[src/rtl/pixel_cache_front.sv]
// Direct-mapped write-back pixel cache front end: services pixel-write hits in place and
// sequences victim write-back and line fill under the memory state machine's mem_state.
module pixel_cache_front #(
  parameter int ADDR_W     = 16,
  parameter int DATA_W     = 32,
  parameter int LINE_WORDS = 16,
  parameter int NUM_LINES  = 8
) (
  input  logic                                   clk,
  input  logic                                   rst,
  input  logic                                   px_valid,
  output logic                                   px_ready,
  input  logic [ADDR_W-1:0]                      px_addr,
  input  logic [DATA_W-1:0]                      px_data,
  output logic                                   read_stall,
  output logic                                   curr_bank_dirty,
  output logic                                   cache_wr_en,
  output logic                                   cache_wr_done,
  input  logic [2:0]                             mem_state,
  input  logic                                   mem_rd_valid,
  input  logic [DATA_W-1:0]                      mem_rd_data,
  output logic [ADDR_W-$clog2(LINE_WORDS)-1:0]   mem_addr,
  output logic                                   mem_wr_valid,
  output logic [DATA_W-1:0]                      mem_wr_data,
  input  logic                                   mem_wr_ready
);

  localparam int OFF_W = $clog2(LINE_WORDS);
  localparam int IDX_W = $clog2(NUM_LINES);
  localparam int TAG_W = ADDR_W - IDX_W - OFF_W;
  localparam int CNT_W = OFF_W + 1;

  localparam logic [CNT_W-1:0] CNT_LAST = CNT_W'(LINE_WORDS - 1);
  localparam logic [CNT_W-1:0] CNT_FULL = CNT_W'(LINE_WORDS);

  localparam logic [2:0] MS_WAIT_RD = 3'd2;
  localparam logic [2:0] MS_LOAD    = 3'd3;
  localparam logic [2:0] MS_WRITE   = 3'd4;
  localparam logic [2:0] MS_DONE    = 3'd7;

  localparam logic [0:0] ST_LOOKUP = 1'b0;
  localparam logic [0:0] ST_MISS   = 1'b1;

  logic [DATA_W-1:0]    data_ram [NUM_LINES*LINE_WORDS];
  logic [TAG_W-1:0]     tag_ram  [NUM_LINES];
  logic [NUM_LINES-1:0] valid_q;
  logic [NUM_LINES-1:0] dirty_q;

  logic [0:0]           state;
  logic [TAG_W-1:0]     cap_tag;
  logic [IDX_W-1:0]     cap_idx;
  logic                 wb;
  logic [CNT_W-1:0]     fcnt;
  logic [CNT_W-1:0]     wcnt;

  logic [TAG_W-1:0]     px_tag;
  logic [IDX_W-1:0]     px_idx;
  logic [OFF_W-1:0]     px_off;
  logic                 hit;
  logic                 accept;
  logic                 fill_we;
  logic                 fill_last;
  logic                 wb_take;
  logic                 done_wb;
  logic                 done_fill;

  assign {px_tag, px_idx, px_off} = px_addr;

  assign hit      = valid_q[px_idx] && (tag_ram[px_idx] == px_tag);
  assign accept   = (state == ST_LOOKUP) && px_valid && hit;
  assign px_ready = accept;

  // Every miss-side output is a function of registered state only.
  assign read_stall      = (state == ST_MISS);
  assign curr_bank_dirty = read_stall && dirty_q[cap_idx];
  assign mem_addr        = !read_stall ? '0
                         : wb          ? {tag_ram[cap_idx], cap_idx}
                                       : {cap_tag, cap_idx};

  assign mem_wr_valid = read_stall && wb && (mem_state == MS_WRITE) && (wcnt != CNT_FULL);
  assign mem_wr_data  = data_ram[{cap_idx, wcnt[OFF_W-1:0]}];
  assign wb_take      = mem_wr_valid && mem_wr_ready;

  // A fill never runs while the victim is still owed to memory.
  assign fill_we       = read_stall && !wb && mem_rd_valid && (fcnt != CNT_FULL)
                      && ((mem_state == MS_WAIT_RD) || (mem_state == MS_LOAD));
  assign fill_last     = fill_we && (fcnt == CNT_LAST);
  assign cache_wr_en   = fill_we;
  assign cache_wr_done = fill_last;

  assign done_wb   = read_stall && wb  && (mem_state == MS_DONE) && (wcnt == CNT_FULL);
  assign done_fill = read_stall && !wb && (mem_state == MS_DONE) && (fcnt == CNT_FULL);

  // NOTE: data and tag storage carry no reset so they can map onto plain RAM; valid_q
  // alone decides whether their contents mean anything.
  always_ff @(posedge clk) begin
    if (accept) begin
      data_ram[{px_idx, px_off}] <= px_data;
    end else if (fill_we) begin
      data_ram[{cap_idx, fcnt[OFF_W-1:0]}] <= mem_rd_data;
    end
    if (fill_last) begin
      tag_ram[cap_idx] <= cap_tag;
    end
  end

  // NOTE: non-blocking assignments here, so every condition below reads pre-edge state
  // regardless of statement order.
  always_ff @(posedge clk or negedge rst) begin
    if (!rst) begin
      state   <= ST_LOOKUP;
      valid_q <= '0;
      dirty_q <= '0;
      cap_tag <= '0;
      cap_idx <= '0;
      wb      <= 1'b0;
      fcnt    <= '0;
      wcnt    <= '0;
    end else if (state == ST_LOOKUP) begin
      if (accept) begin
        dirty_q[px_idx] <= 1'b1;
      end else if (px_valid) begin
        cap_tag <= px_tag;
        cap_idx <= px_idx;
        wb      <= dirty_q[px_idx];
        state   <= ST_MISS;
      end
    end else begin
      if (wb_take) begin
        wcnt <= wcnt + 1'b1;
      end
      if (fill_we) begin
        fcnt <= fcnt + 1'b1;
      end
      if (fill_last) begin
        valid_q[cap_idx] <= 1'b1;
        dirty_q[cap_idx] <= 1'b0;
      end
      if (done_wb) begin
        dirty_q[cap_idx] <= 1'b0;
        wb               <= 1'b0;
        wcnt             <= '0;
      end
      if (done_fill) begin
        fcnt  <= '0;
        state <= ST_LOOKUP;
      end
    end
  end

  // DONE before the last write-back word is taken is a memory-side protocol error;
  // the line stays dirty and the miss holds.
  a_done_before_wb_complete: assert property (@(posedge clk) disable iff (!rst)
    !(read_stall && wb && (mem_state == MS_DONE) && (wcnt != CNT_FULL)));

endmodule

[config.mk]
export PLATFORM = sky130hd
export DESIGN_NAME = pixel_cache_front
export DESIGN_NICKNAME = d
export VERILOG_FILES = /design/src/rtl/pixel_cache_front.sv
export SDC_FILE = /design/constraint.sdc
export NUM_CORES = 2
export LEC_CHECK = 0
export CORE_ASPECT_RATIO = 1.5
export CORE_MARGIN = 2
export CORE_UTILIZATION = 35
export CTS_CLUSTER_SIZE = 8
export DETAILED_ROUTE_END_ITERATION = 8
export PLACE_DENSITY = 0.47
export RECOVER_POWER = 25
export SETUP_SLACK_MARGIN = 0.1
export SYNTH_ARGS = -nofsm -noshare
export SYNTH_HDL_FRONTEND = slang
export SYNTH_MEMORY_MAX_BITS = 65536
export SYNTH_SLANG_ARGS = --single-unit
[constraint.sdc]
create_clock -name clk -period 9.1 [get_ports clk]
set_input_delay 1.365 -clock clk [delete_from_list [all_inputs] [get_ports clk]]
set_output_delay 1.365 -clock clk [all_outputs]
set_load 0.005 [all_outputs]
-- After elaboration in Yosys (flattened, before gate mapping)
Memory sizes are Yosys's and may differ from the RTL's.
Index checks and enable logic that the tools add are counted.
- equality and inequality tests: 12
- reductions and logical operators: 31
- add/sub/neg operators: 2
- bitwise operators: 7
- $lt $le $gt $ge: 4
- mux-type cells: 39
- operator list (kind ; count):
    8-bit 2-to-1 mux ; 5
    32-bit 2-to-1 mux ; 1
    32-bit OR reduction ; 1
    12-bit 2-to-1 mux ; 2
    1-bit 2-to-1 mux ; 21
    5-bit 2-to-1 mux ; 4
    1-bit logical AND ; 19
    8-bit bitwise AND ; 2
    8-bit OR ; 2
    5-bit by 1-bit adder with 5-bit output (second input constant) ; 2
    5-bit equality test (second input constant) ; 2
    5-bit inequality test (second input constant) ; 2
    1-bit binary-select mux with 3-bit select ; 3
    9-bit equality test ; 1
    3-bit by 4-bit < comparator with 1-bit output (second input constant) ; 2
    8-bit NOT ; 1
    2-bit nonzero test ; 4
    7-bit 2-to-1 mux ; 1
    1-bit demux with 3-bit select ; 2
    3-bit by 2-bit equality test with 1-bit output (second input constant) ; 2
    3-bit equality test (second input constant) ; 2
    3-bit by 1-bit greater-or-equal comparator with 1-bit output (second input constant) ; 2
    2-bit AND reduction ; 3
    3-bit AND reduction ; 2
    5 further kinds ; 7
- RAM bits: 4168
- memories: 2
- output and inout port bits: 50
- bits in registers: 40
- logic and storage cells: 105
- memories (name ; depth ; width ; rd ports ; clocked after Yosys merged registers in ; write ports ; RTL line ; RTL):
    data_ram ; 128 ; 32 ; 1 ; 0 ; 1 ; 44 ; logic [DATA_W-1:0] data_ram [NUM_LINES*LINE_WORDS];
    tag_ram ; 8 ; 9 ; 2 ; 0 ; 1 ; 45 ; logic [TAG_W-1:0] tag_ram [NUM_LINES];

-- Longest topological paths before layout
- depth after elaboration: 11
- depth in mapped cells: 13
- depth with buffers taken out: 10

-- Worst setup path after synthesis
OpenSTA, ideal clock, no wires.
- kind: input port to flip-flop
- from: in px_addr[5]
- to: mem data_ram[85][0], enable pin
- library setup time: 0.461 ns
- stages on the path: 11
- arrival time: 5.507 ns
- path buffers: 4
- slack: 3.132 ns
- cell sequence: buf_2 buf_6 mux2i_1 a22o_1 a221oi_1 xor2_1 nor4_4 a41oi_1 buf_2 buf_6 nor3_1
- cells in the longest elaborated chain, start to end: 8
- ends and longest elaborated chain (element ; RTL line ; RTL):
    start: declaration ; 13 ; input logic [ADDR_W-1:0] px_addr,
    memory read 8 x 9 bit / 1-bit binary-select mux with 3-bit select (equally long branches) ; -- ;
    9-bit equality test / 1-bit 2-to-1 mux (equally long branches) ; 69 ; assign hit = valid_q[px_idx] && (tag_ram[px_idx] == px_tag);
    1-bit logical AND ; 69 ;
    1-bit logical AND ; 70 ; assign accept = (state == ST_LOOKUP) && px_valid && hit;
    1-bit 2-to-1 mux ; 97 ; if (accept) begin
    1-bit 2-to-1 mux (not written as such) ; 100 ; data_ram[{cap_idx, fcnt[OFF_W-1:0]}] <= mem_rd_data;
    32-bit OR reduction (no source line) ; -- ;
    7-bit 2-to-1 mux (no source line) / 1-bit 2-to-1 mux (equally long branches) ; -- ;
    end: declaration ; 44 ;
Parallel ways exist; a longest one is shown, timed or not. The select of a mux whose other input is x is not followed.

-- Worst setup path in the final report
- from: reg wcnt[1]
- to: out mem_wr_data[26]
- cells in the longest elaborated chain, start to end: 1
- ends and longest elaborated chain (element ; RTL line ; RTL):
    start: declaration ; 54 ; logic [CNT_W-1:0] wcnt;
    start signal: assignment ; 130 ; wcnt <= wcnt + 1'b1;
    memory read 128 x 32 bit ; -- ;
    end: declaration ; 24 ; output logic [DATA_W-1:0] mem_wr_data,
No other way between the ends.

==> impl_metrics.py <==
metrics = {
    "cells_and_area": {
        "final_cell_count_no_fill": 13668,
        "layout-drive-gt1-share_pct": 32.6,
        "areaGrowthSynthToFinish_pct": 16.8,
        "finalNetCount": 7495,
    },
    "worst_setup_path": {
        "worstPathCellList": "buf_4 > buf_4 > mux4_2 > mux4_2 > a22oi_1 > nand4_1 > clkdlybuf4s50_1",
        "critPathBufInv": 3,
        "ff2ff_setup_slack_ps": 1370,
        "worst_path_max_delay_cell": "a22oi_1",
        "r2r_cells": 7,
        "cp.depth": 7,
        "crit_family": "buffers and inverters",
        "crit_type": "reg -> out",
        "r2r_end": "data_ram[120][20]",
        "crit_fanout": 36,
        "endpoint_kind": "output pin",
        "crit_start": "wcnt[1]",
        "slowest_delay_ps": 1260,
        "worstReg2RegStart": "read_stall",
        "arrival_ps": 6840,
        "cp-start-kind": "flip-flop",
        "cp_data_required_time_ps": 7740,
    },
    "route": {
        "drt_wl_total_mm": 500,
        "wl_per_cell_um": 36.6,
        "drt-vias-per-instance": 5.64,
        "vias": 77059,
        "ant_nets": 0,
        "dr.pass1.iters": 6,
        "drc": 0,
        "drtIter0Drc": 8422,
    },
    "die": {
        "fp.dieW_um": 560,
        "pin_count": 138,
        "core-area_um2": 462000,
        "fp.dieArea_um2": 469000,
        "initial_core_util_pct": 35.1,
        "rows": 306,
        "die_h_um": 838,
    },
    "clock_tree": {
        "cts_resized": 0,
        "cts_root_buf": "clkbuf_16",
        "postCtsHoldBufs": 0,
        "numClockSinks": 4208,
        "cts_tree": "yes",
        "cts_max_level": 6,
        "path_clk_slew_ps": 60,
        "cts_buffers": 600,
        "clk_latency_ps": 980,
        "cts.path.max_buffers": 4,
        "post_cts_buffers": 0,
    },
    "synth": {
        "synth_edf_count": 4168,
        "synth.area.top_cells": "edfxtp_1 (77%), mux4_2 (18%), nor3_2 (0.72%), dfrtp_1 (0.62%), a22oi_1 (0.47%)",
        "avgSynthCellArea_um2": 24.1,
        "yosys.cell_count.top_type": "edfxtp_1",
        "ys_async_sr_fraction_pct": 0.951,
        "syn-num-nets": 6814,
        "yosys-top-cells-count": "edfxtp_1 (4,168), mux4_2 (1,275), clkbuf_1 (191), nand2_1 (188), nor3_2 (117)",
        "ys_seq_area_share_pct": 77.7,
        "synth_flop_cell": "edfxtp_1",
        "ys_seq_elements": 4208,
        "syn_inst": 6721,
        "synth_cell_type_count": 60,
        "yosys.area.top_type_share_pct": 77.1,
        "syn_area_um2": 162000,
        "synth.yosys.warnings": 0,
        "yosys.area.top_type": "edfxtp_1",
    },
    "sta": {
        "skew_ps": 70.0,
        "fmax_mhz": 122,
        "setup_viol": 0,
        "tightest_slew_ps": 4080,
        "relSlewSlack_pct": -172,
        "finalSetupTns_ps": 0,
        "slew_viol_final": 2181,
        "rsz0062_at_grt": "no",
        "finalHoldViolCount": 0,
        "fin_crit_ps": 8200,
        "period_share_pct": 90.1,
    },
    "grt": {
        "grt_max_degree": 129,
        "grt-ovfl-total": 0,
        "grt_first_pass_wirelength_mm": 685,
        "grt_pass1_vias": 80450,
        "antenna_found_initial": 31,
        "grt_usage_pct": 21.1,
    },
    "worst_hold_path": {
        "hold_depth": 2,
        "hp-class": "reg -> reg",
        "holdCritStartpoint": "valid_q[3]",
        "hold_end": "valid_q[3]",
    },
    "placement": {
        "placed_cells": 12960,
        "io_buffers": 137,
        "dpl.hpwl_mm": 296,
        "place_congestion": 0.878,
    },
    "status": {
        "status": "finished, violations left",
        "violations": "max-capacitance violations, max-slew violations",
    },
    "job": {
        "max_cap_violations": 38,
    },
    "power": {
        "p_leak_nw": 58.9,
        "irDropWorstVdd_v": 0.000181,
        "p_total_mw": 48.0,
        "power.density_nw_per_um2": 253,
    },
}
## metal layers
layer  wire (µm)  vias up  track usage (%)
met4       19400        4             7.53
met1      191000    43031             26.3
met5         200        -            0.285
met3       31200      759             3.64
li1            -    30339                -
met2      258000     2926             36.8
## kinds of logic after synthesis
kind of cell	Yosys count	synth area share, %
and+or+nand+nor	471	1.73
xor gates and xnor gates	14	0.0756
adders and majority gates	5	0.0386
DFF	4208	77.7
muxes	1348	18.2
buffers and inverters	418	1.09
AOI/OAI and AO/OA	257	1.15
## worst max path at each step
stage | to | slack [ps]
after global routing | data_ram[124][20] | 850
after detailed placement | mem_wr_data[26] | 1890
after CTS | mem_wr_data[26] | 790
after global placement | mem_wr_data[26] | 1830
after floorplan | data_ram[85][0] | 3130
final | mem_wr_data[26] | 900
## layout make-up
cell class	instances	area, µm²
inverters	25	93.8
fillers	40041	273000
clock inverters	40	448
multi-input cells	2095	35200
diodes	18	45.0
repair buffers	472	4340
well taps	6160	7710
flip-flops and latches	4208	126000
clock buffers	650	15500
## state kept, by name, summed over array words and instances (netlist names), 3 cells and up
| register | count |
|---|---|
| dirty_q | 8 |
| wcnt | 5 |
| valid_q | 8 |
| cap_tag | 9 |
| data_ram | 4096 |
| fcnt | 5 |
| tag_ram | 72 |
| cap_idx | 3 |
## cell usage in the layout, fill, tap and decap left out, types with 20 or more instances in the layout
| master | instances |
|---|---|
| a21oi_1 | 28 |
| a22oi_1 | 101 |
| a32oi_1 | 20 |
| buf_12 | 42 |
| buf_4 | 273 |
| clkbuf_1 | 51 |
| clkbuf_16 | 614 |
| clkdlybuf4s50_1 | 133 |
| dfrtp_1 | 34 |
| edfxtp_1 | 4168 |
| inv_1 | 21 |
| inv_6 | 24 |
| mux2i_1 | 56 |
| mux4_2 | 1275 |
| nand2_1 | 179 |
| nand4_1 | 31 |
| nor2_1 | 37 |
| nor3_4 | 117 |
| o21ai_0 | 21 |
| or2_2 | 23 |
## worst min-delay path, cell delays in order (launching register included)
cell,delay [ps]
dfrtp_1,310
inv_1,50
o21ai_0,60
## per-stage QoR
stage	cell area [µm²]	util, %	hold slack [ps]	worst slack (ps)
after global placement	174000	37.6	446	1830
after global routing	189000	41.0	484	848
after CTS	190000	41.1	415	790
after detailed placement	174000	37.6	450	1890
final	190000	41.0	460	899
after floorplan	162000	-	427	3130
## power breakdown
| group | switching, mW | internal (mW) | leakage [nW] |
|---|---|---|---|
| Clock | 7.87 | 11.9 | 7.83 |
| Combinational | 4.22 | 1.71 | 13.1 |
| Sequential | 0.131 | 22.1 | 38.0 |
Note: power is estimated with default switching activity, not from simulation.
